===== config.mk =====
export PLATFORM = sky130hd
export DESIGN_NAME = game_controller
export DESIGN_NICKNAME = d
export VERILOG_FILES = /design/src/rtl/game_controller_pkg.sv /design/src/rtl/game_controller_timer.sv /design/src/rtl/game_controller.sv
export SDC_FILE = /design/constraint.sdc
export NUM_CORES = 1
export LEC_CHECK = 0
export ABC_CLOCK_PERIOD_IN_PS = 2940
export BUFFER_PORTS_ARGS = -buffer_cell sky130_fd_sc_hd__clkbuf_2
export CORE_MARGIN = 2
export CORE_UTILIZATION = 60
export CTS_BUF_LIST = sky130_fd_sc_hd__clkbuf_8
export CTS_CLUSTER_DIAMETER = 150
export DETAILED_ROUTE_END_ITERATION = 10
export GPL_TIMING_DRIVEN = 1
export PLACE_DENSITY = 0.85
export SYNTH_ARGS = -nofsm -noshare
export SYNTH_HDL_FRONTEND = slang
export SYNTH_SLANG_ARGS = --single-unit

===== constraint.sdc =====
create_clock -name clock -period 2.94 [get_ports clock]
set_input_delay 0.882 -clock clock [delete_from_list [all_inputs] [get_ports clock]]
set_output_delay 0.882 -clock clock [all_outputs]
set_load 0.01 [all_outputs]

===== src/rtl/game_controller_pkg.sv =====
// Shared state encoding and Moore output bit positions for game_controller.
// Latency: n/a (types only). Backpressure: n/a.
package game_ctrl_pkg;

  typedef enum logic [2:0] {
    S_INIT       = 3'd0,
    S_SETUP      = 3'd1,
    S_PLAY_FPGA  = 3'd2,
    S_PLAY_USER  = 3'd3,
    S_CHECK      = 3'd4,
    S_NEXT_ROUND = 3'd5,
    S_RESULT     = 3'd6,
    S_RETRY      = 3'd7
  } state_t;

  localparam int OUT_W = 7;
  localparam int O_R1  = 6;
  localparam int O_R2  = 5;
  localparam int O_E1  = 4;
  localparam int O_E2  = 3;
  localparam int O_E3  = 2;
  localparam int O_E4  = 1;
  localparam int O_SEL = 0;

endpackage


===== src/rtl/game_controller_timer.sv =====
// User-phase inactivity timer; expire is combinational off the count register.
// Latency: expire asserts in the TIMEOUT_CYC-th idle run cycle. Backpressure: none.
module game_timer #(
  parameter int TIMER_W     = 26,
  parameter int TIMEOUT_CYC = 50000000
) (
  input  logic clock,
  input  logic reset,
  input  logic clear,
  input  logic run,
  input  logic restart,
  output logic expire
);

  localparam logic [TIMER_W-1:0] LAST = TIMER_W'(TIMEOUT_CYC - 1);

  logic [TIMER_W-1:0] count;

  // A key press in the same cycle as the terminal count cancels the expiry.
  assign expire = run & ~restart & (count == LAST);

  always_ff @(posedge clock) begin
    if (reset || clear) begin
      count <= '0;
    end else if (run) begin
      if (restart) begin
        count <= '0;
      end else if (!expire) begin
        count <= count + 1'b1;
      end
    end
  end

endmodule


===== src/rtl/game_controller.sv =====
// Memory-game sequencer: Moore control outputs, round/win/timeout tracking; GAME_CTRL_LIVES_EN adds lives and RETRY.
// Latency: outputs follow state register by 0 cycles. Backpressure: none; only enter rising edges advance button-driven states.
module game_controller
  import game_ctrl_pkg::*;
#(
  parameter int MAX_ROUNDS  = 16,
  parameter int ROUND_W     = 5,
  parameter int TIMEOUT_CYC = 50000000,
  parameter int TIMER_W     = 26,
  parameter int LIVES       = 3
) (
  input  logic               clock,
  input  logic               reset,
  input  logic               enter,
  input  logic               end_fpga,
  input  logic               end_user,
  input  logic               match,
  input  logic               user_act,
  output logic               r1,
  output logic               r2,
  output logic               e1,
  output logic               e2,
  output logic               e3,
  output logic               e4,
  output logic               sel,
  output logic [ROUND_W-1:0] round,
  output logic               win,
  output logic               timeout,
  output logic [ROUND_W-1:0] lives_left
);

  localparam logic [ROUND_W-1:0] ROUND_MAX = ROUND_W'(MAX_ROUNDS);

  state_t             state;
  state_t             next_state;
  logic [OUT_W-1:0]   outs;
  logic               enter_q;
  logic               enter_rise;
  logic               expire;
  logic               can_retry;
  logic               retry_go;
  logic               timer_clear;
  logic [ROUND_W-1:0] round_nxt;

  assign enter_rise = enter & ~enter_q;
  assign round_nxt  = (round == ROUND_MAX) ? round : round + 1'b1;

`ifdef GAME_CTRL_LIVES_EN
  logic [ROUND_W-1:0] lives_q;

  assign can_retry  = (lives_q > ROUND_W'(1));
  assign lives_left = lives_q;

  always_ff @(posedge clock) begin
    if (reset || state == S_INIT) begin
      lives_q <= ROUND_W'(LIVES);
    end else if (retry_go) begin
      lives_q <= lives_q - 1'b1;
    end
  end
`else
  // Single life: every failure ends the game.
  assign can_retry  = 1'b0;
  assign lives_left = ROUND_W'(LIVES > 0);
`endif

  always_ff @(posedge clock) begin
    if (reset) begin
      state <= S_INIT;
    end else begin
      state <= next_state;
    end
  end

  always_comb begin
    next_state = state;
    outs       = '0;
    retry_go   = 1'b0;
    case (state)
      S_INIT: begin
        outs[O_R1] = 1'b1;
        outs[O_R2] = 1'b1;
        next_state = S_SETUP;
      end
      S_SETUP: begin
        outs[O_E1] = 1'b1;
        if (enter_rise) next_state = S_PLAY_FPGA;
      end
      S_PLAY_FPGA: begin
        outs[O_E3] = 1'b1;
        if (end_fpga) next_state = S_PLAY_USER;
      end
      S_PLAY_USER: begin
        outs[O_E2] = 1'b1;
        if (expire) begin
          retry_go   = can_retry;
          next_state = can_retry ? S_RETRY : S_RESULT;
        end else if (end_user) begin
          next_state = S_CHECK;
        end
      end
      S_CHECK: begin
        outs[O_E4] = 1'b1;
        if (match) begin
          next_state = S_NEXT_ROUND;
        end else begin
          retry_go   = can_retry;
          next_state = can_retry ? S_RETRY : S_RESULT;
        end
      end
      S_NEXT_ROUND: begin
        outs[O_R2] = 1'b1;
        next_state = (round_nxt == ROUND_MAX) ? S_RESULT : S_PLAY_FPGA;
      end
      S_RESULT: begin
        outs[O_SEL] = 1'b1;
        if (enter_rise) next_state = S_INIT;
      end
`ifdef GAME_CTRL_LIVES_EN
      S_RETRY: begin
        outs[O_R2] = 1'b1;
        next_state = S_PLAY_FPGA;
      end
`endif
      default: next_state = S_INIT;
    endcase
  end

  assign r1  = outs[O_R1];
  assign r2  = outs[O_R2];
  assign e1  = outs[O_E1];
  assign e2  = outs[O_E2];
  assign e3  = outs[O_E3];
  assign e4  = outs[O_E4];
  assign sel = outs[O_SEL];

  always_ff @(posedge clock) begin
    if (reset) begin
      enter_q <= 1'b0;
      round   <= '0;
      win     <= 1'b0;
      timeout <= 1'b0;
    end else begin
      enter_q <= enter;
      case (state)
        S_INIT: begin
          round   <= '0;
          win     <= 1'b0;
          timeout <= 1'b0;
        end
        S_PLAY_USER: begin
          if (expire) timeout <= ~can_retry;
        end
        S_NEXT_ROUND: begin
          round <= round_nxt;
          if (round_nxt == ROUND_MAX) win <= 1'b1;
        end
        default: ;
      endcase
    end
  end

  assign timer_clear = (state == S_INIT) || (state == S_PLAY_FPGA && end_fpga) || retry_go;

  game_timer #(
    .TIMER_W    (TIMER_W),
    .TIMEOUT_CYC(TIMEOUT_CYC)
  ) u_timer (
    .clock  (clock),
    .reset  (reset),
    .clear  (timer_clear),
    .run    (state == S_PLAY_USER),
    .restart(user_act),
    .expire (expire)
  );

endmodule


After elaboration in Yosys (flattened, before gate mapping). Cells that the tools add are included.

Add/sub/neg operators: 2. Eq/ne operators: 16. Mux-type cells: 23. Bitwise logic cells: 5. Reduce and logical (&&, ||, !) cells: 11.

Operators by type and width (number): $mux 26 (2); $add 26x1->26 const B (1); $eq 26x26->1 const B (1); $pmux 3 s7 (1); $mux 3 (6); $ne 2x2->1 const B (6); $eq 5x5->1 const B (2); $pmux 5 s2 (1); $eq 3x3->1 const B (3); $mux 1 (9); $eq 3x2->1 const B (2); $reduce_and 2->1 (3); $add 5x1->5 const B (1); $mux 5 (1); $pmux 1 s2 (2); $reduce_and 4->1 (1); $reduce_bool 2->1 (2); $and 1x1->1 (3); $eq 3x1->1 const B (1); $logic_not 3->1 (1); $ne 3x3->1 const B (1); $logic_or 1x1->1 (2); $mux 2 (1); $not 1->1 (2); other kinds (2) (2).

Register bits: 37. Input port bits: 7.

Depth between registers and ports, before layout.
Word-level depth: 5. Depth in mapped cells: 8. Depth with buffers taken out: 7.

Cells and area by module. From an unflattened synthesis, not the netlist that was laid out.

Cells, all modules: 287. Area total of the unflattened synthesis: 2392.3 sq um.

Modules (own cells, without submodules): game_timer (times used 1, cells each 181, area each 1557.7 sq um, seq. area each 520.5 sq um); game_controller (times used 1, cells each 106, area each 834.6 sq um, seq. area each 220.2 sq um).

Worst setup path after synthesis. Ideal clock, no wire load.

Path kind: in2reg. From: in user_act. To: reg state[1]. Arrival: 1.985 ns. Path slack: 0.868 ns. Cell stages on the path: 5. Cells stage by stage: nor4_1 > nand4_1 > or4_4 > o211a_1 > a221oi_2.

Cells in the longest elaborated chain, start to end: 5. Elaborated cells on any way between the ends: 7.

RTL lines: start: declaration (line game_controller.sv:18) `input logic user_act,`; $not 1->1 (*) (line game_controller_timer.sv:20) `assign expire = run & ~restart & (count == LAST);`; $and 1x1->1 (*) (2 in a row) (line game_controller_timer.sv:20); $mux 3 or $ne 3x3->1 (tied branches); $pmux 3 s7 or $reduce_and 4->1 (tied branches); end signal: assignment (line game_controller.sv:71) `state <= next_state;`; end: declaration (line game_controller.sv:34) `state_t state;`.

Every way passes the cells marked *; elsewhere a longest branch is shown, timed or not. A chain may end at the register's enable or synchronous reset.

Final worst setup path.
From: reg state[1]. To: out e2.

Cells in the longest elaborated chain, start to end: 2.

RTL lines: $eq 3x2->1 (line game_controller.sv:79) `case (state)`; $mux 1 (line game_controller.sv:79); end: declaration (line game_controller.sv:22) `output logic e2,`.

No other way between the ends.

==> results.txt <==
The number of enable-type register cells in the synthesized netlist works out to 0. The run finished with clean final reports. The worst-case IR drop observed on VDD is 0.000636 V. The boundary pin count was 26; the number of detailed-route iterations in the first pass was 5. The fraction of registers with async set or reset after synthesis works out to 0%.

The clock arrives with 0.00179 ns of skew. The floorplan step defined a die boundary enclosing 0.00412 sq mm. After routing the design area is 0.00235 sq mm. The number of library cell types mapped by synthesis was 55; the TritonCTS buffer count was 5.

The path category of the worst min-delay check was reg -> reg. The CTS H-tree depth is 2. The die is 64.2 microns tall.

Measured on the finished design, the core utilization comes to 68.7%. The run gives 8.94 mm as the wire length of the first global-routing pass. Excluding fillers, the count of instances in the completed layout stands at 338.

For the pin with the worst max-slew slack, the measured transition is 0.597 ns. Dividing the detail-routed wire length by the instance count gives 15.0 microns. The clock insertion delay at the later pin of the skew report was 0.28 ns. Entering global routing, the biggest net connects 19 pins. A synthesized cell averages 7.85 sq um. The estimated wirelength of the detail-placed design is 3.51 mm. The routability congestion estimate is 0.860. In this run the remaining antenna-violating nets after routing total 0.

The tools report the launching element type of the critical path as a flop. The worst setup path is captured at a primary output. The final count of hold timing violations is 0. TritonCTS built the clock tree. The logs give 0 for the number of inserted diodes and 406 MHz for the maximum clock frequency.

For this block, the via count after detailed routing is 2,098. By startpoint and endpoint, the worst setup path is classified as reg -> out. The tools report the number of DRC violations after detailed routing as 0. Setup repair after global routing left no endpoint under its margin. Data on the critical path is required at its endpoint by 2.06 ns. The mapped netlist covers 0.00217 sq mm. The floorplan has 21 rows.

The shortest period the worst path allows came out at 2.46 ns. The clock-pin slew of the registers on the worst-case setup and hold paths was 0.07 ns. For this design, the slowest cell found on the critical path is sky130_fd_sc_hd__dfxtp_1.

The number of setup buffers added after CTS is 0. The post-CTS resize count is 0. The most used flip-flop cell after synthesis is sky130_fd_sc_hd__dfxtp_1.

The final layout contains routed wiring with a total length of 5.07 mm. In this run the tightest slew margin relative to its limit is 60.1%. Sequential cell area fraction in the yosys report: 34.1%. The logs give 0 for the number of setup violations in the final report and 277 for the post-synthesis cell count. Synthesis inferred 37 register bits.

After detailed placement, the total cell area comes to 0.00226 sq mm. The total of max-cap violations came out at 0. The post-route setup TNS is 0 ns, and the number of slew-limit violations in the final report is 0.

The port buffer count was 20. Global routing used 27.3% of the available tracks across all layers. Traced cell by cell, the critical path runs through nand2_4, inv_4, clkbuf_2. The initial core utilization is 63.7%. In this run the worst path has a maximum fanout of 17. The area of the core is 0.00342 sq mm. The final net count is 302. Relative to the synthesized area, the layout overhead comes to 7.94%.

During synthesis, Yosys emitted a total of 0 warnings. Violation count after the first detailed-route iteration: 121. Counting every sink on the clock net gives 37. The number of placed instances, taps included, is 331. The analysis attributes to cell leakage a power of 0.785 nW. Dividing the final minimum period by the clock period gives 83.7%. The tools report the via count of the first global-routing pass as 1,933. The via-per-instance ratio is 6.21, and the share of final-layout standard cells stronger than drive strength 1 is 13.7%.

For this run the aggregate overflow at the end of global routing stands at 0. The chip width works out to 64.2 microns. The tree is rooted in a sky130_fd_sc_hd__clkbuf_8. No sink is reached through more buffers than the 2 on the longest clock path. Data on the critical path arrives at its endpoint at 1.58 ns. The delay contributed by the slowest stage of the critical path is 0.70 ns, and the hold buffer count at cts is 0. Power spread over the standard cell area amounts to 565 mW/mm^2.

Initial antenna violation count: 0.
[final timing paths]
| path | cells past startpoint | from | end | slack, ns |
|---|---|---|---|---|
| max reg2reg | 6 | state[1]$_SDFFE_PP0P_ | u_timer.count[9]$_SDFFE_PP0P_ | 0.80 |
| min reg2reg | 2 | u_timer.count[5]$_SDFFE_PP0P_ | u_timer.count[5]$_SDFFE_PP0P_ | 0.48 |
| min | 2 | u_timer.count[5]$_SDFFE_PP0P_ | u_timer.count[5]$_SDFFE_PP0P_ | 0.48 |
| max | 3 | state[1]$_SDFFE_PP0P_ | e2 | 0.48 |
[per-layer routing]
metal  share of wire (%)  track usage [%]  routed length (microns)
met1                  44             36.9                     2210
met4                 1.6             10.9                       81
met3                 7.6             5.11                      383
met2                  47             42.8                     2390
met5                   0                0                        0
[cell usage after synthesis (all sizes together) (2+ instances only)]
cell	n	area share, %
nor3	15	3.5
or3	8	2.4
ha	3	1.7
dfxtp	37	34
o22ai	2	0.58
a21oi	22	5.1
nand2	25	5.0
nand3b	2	0.69
a41oi	2	0.81
nand4	6	1.7
buf	11	3.8
nor4bb	2	0.92
nor2	19	3.3
inv	11	2.0
xnor2	12	4.8
nor2b	6	1.7
clkbuf	8	1.4
mux2i	2	0.92
o21ai	19	4.4
conb	2	0.35
and3	2	0.58
nand2b	3	0.86
and2	3	0.92
or4	5	1.9
nand3	17	3.9
xor2	2	0.81
nor4	5	1.4
o31ai	4	1.4
and4	5	2.0
[flip-flops by register name, summed over array words and instances, names as in the netlist]
| name | cells |
|---|---|
| state | 3 |
| win | 1 |
| round | 5 |
| u_timer.count | 26 |
| enter_q | 1 |
| timeout | 1 |
[cells by family after synthesis]
logic type                 count (synthesis)  share of synthesized area (%)
AOI/OAI and AO/OA                         62                           17.7
xor gates and xnor gates                  14                           5.64
adders and majority gates                  3                           1.73
buffers and inverters                     30                           7.19
DFF                                       37                           34.1
muxes                                      2                          0.921
other                                      2                          0.345
and+or+nand+nor                          127                           32.4
[per-stage QoR]
step | hold slack [ns] | setup slack (ns) | total power [W]
global placement | 0.464 | 0.714 | 0.000964
floorplan | 0.448 | 0.868 | 0.000869
global route | 0.511 | 0.366 | 0.00139
finish | 0.484 | 0.479 | 0.00133
CTS | 0.484 | 0.482 | 0.00133
detailed placement | 0.467 | 0.626 | 0.000979
[cell type report]
| class | instances | area [sq um] |
|---|---|---|
| clock buffer | 6 | 82.6 |
| clock inverter | 1 | 3.75 |
| fill | 293 | 1070 |
| inverter | 11 | 43.8 |
| multi-input combinational | 213 | 1290 |
| sequential | 37 | 741 |
| tap | 46 | 57.6 |
| timing repair buffer | 24 | 130 |
[cells in the final DEF (no fill, tap or decap), types with 2 or more instances in the layout]
| cell | n |
|---|---|
| sky130_fd_sc_hd__nand2_4 | 2 |
| sky130_fd_sc_hd__nand3b_1 | 2 |
| sky130_fd_sc_hd__nand4_1 | 6 |
| sky130_fd_sc_hd__o22ai_1 | 2 |
| sky130_fd_sc_hd__and4_1 | 5 |
| sky130_fd_sc_hd__clkbuf_2 | 20 |
| sky130_fd_sc_hd__a41oi_1 | 2 |
| sky130_fd_sc_hd__conb_1 | 5 |
| sky130_fd_sc_hd__nand2_1 | 23 |
| sky130_fd_sc_hd__a21oi_1 | 22 |
| sky130_fd_sc_hd__o31ai_1 | 4 |
| sky130_fd_sc_hd__inv_1 | 11 |
| sky130_fd_sc_hd__nand3_1 | 17 |
| sky130_fd_sc_hd__nand2b_1 | 3 |
| sky130_fd_sc_hd__o21ai_0 | 18 |
| sky130_fd_sc_hd__nor2b_1 | 6 |
| sky130_fd_sc_hd__ha_1 | 3 |
| sky130_fd_sc_hd__or4_1 | 4 |
| sky130_fd_sc_hd__or3_1 | 7 |
| sky130_fd_sc_hd__clkbuf_8 | 6 |
| sky130_fd_sc_hd__nor3_1 | 15 |
| sky130_fd_sc_hd__xor2_1 | 2 |
| sky130_fd_sc_hd__nor4_1 | 5 |
| sky130_fd_sc_hd__dfxtp_1 | 37 |
| sky130_fd_sc_hd__nor2_1 | 19 |
| sky130_fd_sc_hd__nor4bb_1 | 2 |
| sky130_fd_sc_hd__xnor2_1 | 12 |
| sky130_fd_sc_hd__and3_1 | 2 |
| sky130_fd_sc_hd__buf_4 | 4 |
| sky130_fd_sc_hd__mux2i_1 | 2 |
[power breakdown]
group,total [W],switching (W),internal [W]
sequential,0.000564,0.0000440,0.000519
clock,0.000349,0.000166,0.000182
combinational,0.000415,0.000265,0.000150
total,0.00133,0.000475,0.000852
[critical path: cells and delay by family (launching register included)]
family	cells	cell delay (ns)
AND/OR/NAND/NOR	1	0.25
buffers and inverters	2	0.34
flip-flops	1	0.70
Power figures use the tool's default switching activity.
